### src/rtl/fnv_pkg.sv
// Shared constants, FSM state type and the single-byte FNV-1a update used by
// the scheduler and its hash register.
package fnv_pkg;

    localparam logic [31:0] DEFAULT_OFFSET_BASIS = 32'h811C9DC5;
    localparam logic [31:0] DEFAULT_FNV_PRIME    = 32'h01000193;

    typedef enum logic [1:0] {
        IDLE = 2'd0,
        HASH = 2'd1,
        DONE = 2'd2
    } state_e;

    // FNV-1a order: xor the byte in first, then multiply (mod 2^32).
    function automatic logic [31:0] fnv_step(input logic [31:0] h,
                                             input logic [7:0]  b,
                                             input logic [31:0] prime);
        logic [31:0] mixed;
        mixed = h ^ {24'b0, b};
        return mixed * prime;
    endfunction

endpackage

### src/rtl/fnv_1a_byte_step.sv
// Running FNV-1a hash register: init/reset reload the offset basis, en folds
// one byte into the hash.
module fnv_1a_byte_step
    import fnv_pkg::*;
#(
    parameter logic [31:0] OFFSET_BASIS = DEFAULT_OFFSET_BASIS,
    parameter logic [31:0] FNV_PRIME    = DEFAULT_FNV_PRIME
) (
    input  logic        clk,
    input  logic        reset,
    input  logic        init_i,
    input  logic        en_i,
    input  logic [7:0]  byte_i,
    output logic [31:0] hash_o
);

    logic [31:0] hash_q;
    logic [31:0] hash_d;

    always_comb begin
        hash_d = hash_q;
        if (init_i) begin
            hash_d = OFFSET_BASIS;
        end else if (en_i) begin
            hash_d = fnv_step(hash_q, byte_i, FNV_PRIME);
        end
    end

    always_ff @(posedge clk) begin
        if (reset) begin
            hash_q <= OFFSET_BASIS;
        end else begin
            hash_q <= hash_d;
        end
    end

    assign hash_o = hash_q;

endmodule

### src/rtl/fnv_hash_scheduler.sv
// Round-robin, per-message arbiter sharing one byte-serial FNV-1a engine
// between N_REQ byte streams; digests leave on a valid/ready port with an id.
module fnv_hash_scheduler
    import fnv_pkg::*;
#(
    parameter int          N_REQ        = 2,
    parameter logic [31:0] OFFSET_BASIS = DEFAULT_OFFSET_BASIS,
    parameter logic [31:0] FNV_PRIME    = DEFAULT_FNV_PRIME,
    localparam int         ID_W         = (N_REQ > 1) ? $clog2(N_REQ) : 1
) (
    input  logic                 clk,
    input  logic                 reset,
    input  logic [8*N_REQ-1:0]   req_data,
    input  logic [N_REQ-1:0]     req_valid,
    input  logic [N_REQ-1:0]     req_last,
    output logic [N_REQ-1:0]     req_ready,
    output logic [31:0]          dig_data,
    output logic [ID_W-1:0]      dig_id,
    output logic                 dig_valid,
    input  logic                 dig_ready,
    output logic                 busy
);

    state_e            state_q;
    logic [ID_W-1:0]   grant_q;
    logic [ID_W-1:0]   grant_d;
    logic [ID_W-1:0]   rr_ptr_q;
    logic [ID_W-1:0]   rr_ptr_d;
    logic [N_REQ-1:0]  req_ready_q;
    logic              dig_valid_q;
    logic              busy_q;
    logic              beat;
    logic              digest_taken;
    logic [7:0]        beat_byte;
    logic [31:0]       hash_w;

    // Search from rr_ptr upward with wrap; the loop runs high-to-low so the
    // closest valid requester after rr_ptr is the last (winning) assignment.
    always_comb begin
        logic [ID_W:0]   sum;
        logic [ID_W-1:0] idx;
        grant_d = rr_ptr_q;
        sum     = '0;
        idx     = '0;
        for (int k = N_REQ - 1; k >= 0; k--) begin
            sum = {1'b0, rr_ptr_q} + (ID_W+1)'(k);
            if (sum >= (ID_W+1)'(N_REQ)) begin
                sum = sum - (ID_W+1)'(N_REQ);
            end
            idx = sum[ID_W-1:0];
            if (req_valid[idx]) begin
                grant_d = idx;
            end
        end
    end

    assign rr_ptr_d     = (grant_q == ID_W'(N_REQ - 1)) ? '0 : grant_q + 1'b1;
    assign beat         = req_valid[grant_q] & req_ready_q[grant_q];
    assign beat_byte    = req_data[{grant_q, 3'b000} +: 8];
    assign digest_taken = dig_valid_q & dig_ready;

    always_ff @(posedge clk) begin
        if (reset) begin
            state_q     <= IDLE;
            grant_q     <= '0;
            rr_ptr_q    <= '0;
            req_ready_q <= '0;
            dig_valid_q <= 1'b0;
            busy_q      <= 1'b0;
        end else begin
            unique case (state_q)
                IDLE: begin
                    if (|req_valid) begin
                        grant_q     <= grant_d;
                        req_ready_q <= N_REQ'(1) << grant_d;
                        busy_q      <= 1'b1;
                        state_q     <= HASH;
                    end
                end
                HASH: begin
                    if (beat && req_last[grant_q]) begin
                        req_ready_q <= '0;
                        dig_valid_q <= 1'b1;
                        state_q     <= DONE;
                    end
                end
                DONE: begin
                    if (dig_ready) begin
                        dig_valid_q <= 1'b0;
                        busy_q      <= 1'b0;
                        rr_ptr_q    <= rr_ptr_d;
                        state_q     <= IDLE;
                    end
                end
                default: begin
                    req_ready_q <= '0;
                    dig_valid_q <= 1'b0;
                    busy_q      <= 1'b0;
                    state_q     <= IDLE;
                end
            endcase
        end
    end

    fnv_1a_byte_step #(
        .OFFSET_BASIS (OFFSET_BASIS),
        .FNV_PRIME    (FNV_PRIME)
    ) u_step (
        .clk    (clk),
        .reset  (reset),
        .init_i (digest_taken),
        .en_i   (beat),
        .byte_i (beat_byte),
        .hash_o (hash_w)
    );

    // The hash register only changes on beats, so it is stable throughout DONE.
    assign req_ready = req_ready_q;
    assign dig_valid = dig_valid_q;
    assign dig_data  = dig_valid_q ? hash_w : '0;
    assign dig_id    = dig_valid_q ? grant_q : '0;
    assign busy      = busy_q;

endmodule

### config.mk
export PLATFORM = sky130hd
export DESIGN_NAME = fnv_hash_scheduler
export DESIGN_NICKNAME = d
export VERILOG_FILES = /design/src/rtl/fnv_pkg.sv /design/src/rtl/fnv_1a_byte_step.sv /design/src/rtl/fnv_hash_scheduler.sv
export SDC_FILE = /design/constraint.sdc
export NUM_CORES = 1
export LEC_CHECK = 0
export ABC_AREA = 1
export BUFFER_PORTS_ARGS = -buffer_cell sky130_fd_sc_hd__buf_4
export CAP_MARGIN = 10
export CORE_AREA = 3 3 133 135
export CTS_CLUSTER_DIAMETER = 150
export CTS_CLUSTER_SIZE = 14
export DETAILED_ROUTE_END_ITERATION = 7
export DIE_AREA = 0 0 136 138
export PLACE_DENSITY_LB_ADDON = 0.2
export RECOVER_POWER = 100
export SETUP_SLACK_MARGIN = 0.4
export SYNTH_ARGS = -nofsm -noshare
export SYNTH_HDL_FRONTEND = slang
export SYNTH_HIERARCHICAL = 1
export SYNTH_SLANG_ARGS = --single-unit
### constraint.sdc
create_clock -name clk -period 14.77 [get_ports clk]
set_input_delay 0 -clock clk [delete_from_list [all_inputs] [get_ports clk]]
set_output_delay 0 -clock clk [all_outputs]
set_load 0.005 [all_outputs]
After elaboration in Yosys (flattened, before gate mapping)
Index checks and enable logic that the tools add are counted.
{ "op_classes": {"reduce_logical": 10, "multipliers": 1, "n_lt_le_gt_ge": 5, "bitwise": 6, "shifts": 2, "mux": 29, "n_addsub": 4, "eq_ne": 5} }
{ "op_table": {"columns": ["operator", "count"], "rows": [
  ["$mul 32x25->32 const B", 1],
  ["$mux 32", 1],
  ["$xor 32x8->32", 1],
  ["$mux 1", 19],
  ["$shiftx 16x5->8", 1],
  ["$pmux 2 s3", 2],
  ["$reduce_and 3->1", 4],
  ["$mux 2", 5],
  ["$lt 1x2->1 const B", 3],
  ["$ne 2x2->1 const B", 3],
  ["$pmux 1 s3", 2],
  ["$reduce_and 2->1", 2],
  ["$reduce_or 2->1", 2],
  ["$not 1->1", 3],
  ["$add 1x1->2 const B", 1],
  ["$and 1x1->1", 2],
  ["$eq 2x1->1 const B", 1],
  ["$eq 2x2->1 const B", 1],
  ["$ge 1x2->1 const B", 1],
  ["$ge 2x2->1 const B", 1],
  ["$logic_not 2->1", 1],
  ["$shl 1x1->2 const A", 1],
  ["$sub 1x1->1 const B", 2],
  ["$add 1x1->1 const B", 1],
  ["$logic_and 1x1->1", 1]
]} }
{ "word_totals": {"inputBits": 23, "wordCells": 69, "ff_bits": 40} }

Longest topological paths before layout
{ "depth": {"word_depth": 10, "depth_mapped": 29} }

Cells and area by module
Netlist, hierarchy kept.
{ "modules_own_cells": {"columns": ["mod", "area_each_um2", "cells_each", "n_inst", "seq_area_each_um2"], "rows": [
  ["fnv_1a_byte_step", 7495.9, 1005, 1, 640.6],
  ["fnv_hash_scheduler", 763.2, 154, 1, 160.2]
]} }

Worst setup path before layout
OpenSTA, ideal clock, no wires.
{ "synth_path": {"kind": "register to register", "startpoint": "register grant_q", "endpoint": "register u_step.hash_q[20], in the netlist u_step/hash_o[20]", "path_buffers": 1, "arrival_ps": 4893, "t_required_ps": 14655, "setup_time_ps": 115, "period_less_slack_ps": 5008, "setup_slack_ps": 9762, "stages_incl_launch_ff": 24, "cell_sequence": "dfxtp_1 > clkbuf_1 > nand2_1 > nand2_1 > xor2_1 > ha_1 > ha_1 > fa_1 > ha_1 > fa_1 > ha_1 > inv_1 > fa_1 > inv_1 > ha_1 > nand2_1 > nor2_1 > nand2_1 > o21ai_2 > nand2_1 > nand2_1 > nand2_1 > nand3_1 > nand2_1"} }
{ "synth_between": {"elab_chain_len": 3} }
{ "synth_rtl": {"columns": ["element", "line", "rtl"], "rows": [
  ["start, declared", "fnv_hash_scheduler.sv:25", "logic [ID_W-1:0] grant_q;"],
  ["start signal, assigned", "fnv_hash_scheduler.sv:74", "grant_q <= grant_d;"],
  ["$shiftx 16x5->8", "fnv_hash_scheduler.sv:59", "assign beat_byte = req_data[{grant_q, 3'b000} +: 8];"],
  ["named net beat_byte[4]", "fnv_hash_scheduler.sv:34", "logic [7:0] beat_byte;"],
  ["$xor 32x8->32", "fnv_pkg.sv:19", "mixed = h ^ {24'b0, b};"],
  ["$mul 32x25->32", "fnv_pkg.sv:20", "return mixed * prime;"],
  ["end signal, assigned", "fnv_1a_byte_step.sv:33", "hash_q <= hash_d;"],
  ["end, declared", "fnv_1a_byte_step.sv:17", "logic [31:0] hash_q;"]
]} }
The timed path passes the listed nets, and every way through them passes these cells. The select of a mux whose other input is x is not followed.
A chain may end at the register's enable or synchronous reset.

Worst setup path after layout
{ "layout_path": {"startpoint": "register grant_q", "endpoint": "register u_step.hash_q[30], in the netlist u_step/hash_o[30]"} }
The elaborated chain is that of the path after synthesis.

==> metrics <==
status finished with violations; failing checks capacitance limit, slew limit; vias in the first global route 7066; Max-slew headroom -36.49%; Worst Path Arrival 6420 ps; Most used DFF post-synth dfxtp_1; detail-routed via count per cell 4.889; hold depth 3; Die X 136 um; Setup-failing EPs final 0; Clock Root Buffer clkbuf_16; ANT nets after route 0; DRT iter0 DRCs 414; first-pass GRT wire length 34.82 mm; top post-synthesis cells by count 291 x inv_1, 263 x nand2_1, 184 x ha_1; post-synth top area cell ha_1; Sink Count 40; RSZ-0062 raised after global routing no; mapped cell area 8259 um^2; Core Area 16580 um^2; Post-synth EDFFs 0; Port Buf Inserts 59; synthesized flop and latch total 40; I/O pins 60; post-detailed-route wirelength per cell 14.72 um; # DRC 0; total CTS buffers 5; CTS tree built; Post-Place Cell Area 8929 um^2; Final Cycle Share 42.16%; f_max 160.6 MHz; largest net degree at the start of global routing 42; layout cells sized above 1 6.667%; Synth Area per Inst 7.126 um^2; Site Rows 47; Clock Path Buffers 2; Post-Route WL 21.12 mm; die area 18770 um^2; setup TNS 0 ps; most instantiated library cell after synthesis inv_1; clock skew 6.276 ps; grt total ovfl 0; top cells by area, synth ha_1 28%, fa_1 18%, inv_1 13%; Syn Inst Count 1159; worst-margin pin slew 2047 ps; drt pass-1 iters 5; # fillers 1632; nets 1495; htree depth 2; post-synthesis sequential area ratio 9.696%; Worst Setup End Kind register; top-area cell type share of the netlist area 27.87%; ant diodes 0; DR vias 7015; asr flop ratio synth 0%; syn nets 1440; max_cap viols 2; Hold WC Path Type in2reg; GRT Util Overall 23.21%; Starting Density 49.80%; Max Transition Viols Final 78; Die H 138 um; fin area 9060 um^2; worst path required time 14960 ps; library cells used by synthesis 36; DP Wirelength 17.99 mm; GP Congestion 0.9362; later-pin clock latency in the skew report 300 ps; initial antenna violation count 0; post-CTS setup buffer count 0; Yosys warning count 6; final number of hold-violating endpoints 0; Area Overhead vs Synth 9.696%; Crit Path Category reg2reg; minimum clock period 6227 ps; clock-pin slew on the worst setup and hold paths 60 ps; FF-to-FF path depth 23; CP startpoint kind register; CP max FO 13
cells in the final DEF (no fill, tap or decap), types with 3 or more instances in the layout:
master and instances:
clkbuf_4 35, fa_1 74, nand2_2 3, nand2_1 265, clkbuf_16 5, o21bai_1 3, nor2_2 3, nor2_1 90
o21ai_1 3, buf_4 24, nor3_1 8, nand3_1 50, ha_1 184, o21ai_0 29, dfxtp_1 40, nand4_1 10
xnor2_1 5, clkbuf_1 3, a21oi_1 52, xor2_1 15, inv_1 292
flip-flops by register name (all words and copies together), names as in the netlist:
register,count
grant_q,1
dig_valid,1
state_q,2
rr_ptr_q,1
busy,1
u_step/hash_o,32
req_ready,2
critical path, stage by stage, from the launching register on:
cell	delay [ps]
dfxtp_1	580
inv_1	290
nand2_1	120
nand2_1	90
xor2_1	600
ha_1	350
ha_1	320
fa_1	490
ha_1	210
fa_1	480
ha_1	290
inv_1	50
fa_1	520
inv_1	50
ha_1	360
nand2_1	150
o21ai_0	360
inv_1	110
nand3_1	200
nand2_1	130
nand3_1	100
nand3_1	80
nand2_1	130
inv_1	40
logic make-up (layout without fill, tap and decap cells):
family | Yosys count | count (layout) | synth area share (%)
compound gates | 95 | 95 | 6.211
xor+xnor | 20 | 20 | 2.121
fa+ha+maj | 258 | 258 | 45.81
buf+inv | 310 | 366 | 14.27
flops | 40 | 40 | 9.696
simple gates | 436 | 436 | 21.89
layout make-up:
type                    count  area [um^2]  area share (%)
clock inverters             3        42.54          0.4695
multi-input cells         809         6245           68.93
flip-flops and latches     40        800.8           8.839
inverters                 295         1107           12.22
repair buffers             63        464.2           5.124
well taps                 220        275.3           3.038
clock buffers               5        125.1           1.381
stage by stage:
stage	hold slack, ps	utilization [%]	setup slack [ps]	std cells
4_1_cts	6.838	54.91	8855	1435
3_5_place_dp	251.3	53.84	8877	1426
2_1_floorplan	156.6	-	9762	1159
6_report	14.76	54.63	8543	1435
5_1_grt	24.51	54.63	8127	1435
3_3_place_gp	252.5	53.84	8927	1426
worst paths after layout:
kind / from / slack (ps) / end
setup / recovery: grant_q$_SDFFE_PP0P_ / 8540 / u_step/hash_o[30]$_SDFFE_PP0P_
hold / removal: req_valid[0] / 10 / req_ready[0]$_SDFFE_PP0P_
setup reg to reg: grant_q$_SDFFE_PP0P_ / 8540 / u_step/hash_o[30]$_SDFFE_PP0P_
hold reg to reg: rr_ptr_q$_SDFFE_PP0P_ / 490 / rr_ptr_q$_SDFFE_PP0P_
layer usage:
layer  global-route usage, %  up-vias  share of wire [%]
met4                   5.040        0                1.8
met1                   33.17     3189                 49
met2                   38.04      139                 45
met3                   2.326       23                4.0
li1                        -     3664                  -
met5                       0        -                  0
repair_timing:
| action | 4_1_cts | 5_1_grt |
|---|---|---|
| hold endpoints to repair | 8 | 0 |
| hold buffers | 1 | 0 |
| gates resized for setup | 0 | 0 |
Power is not shown: default switching activity piles up to over one toggle a cycle in this logic, so the estimate is an artifact.
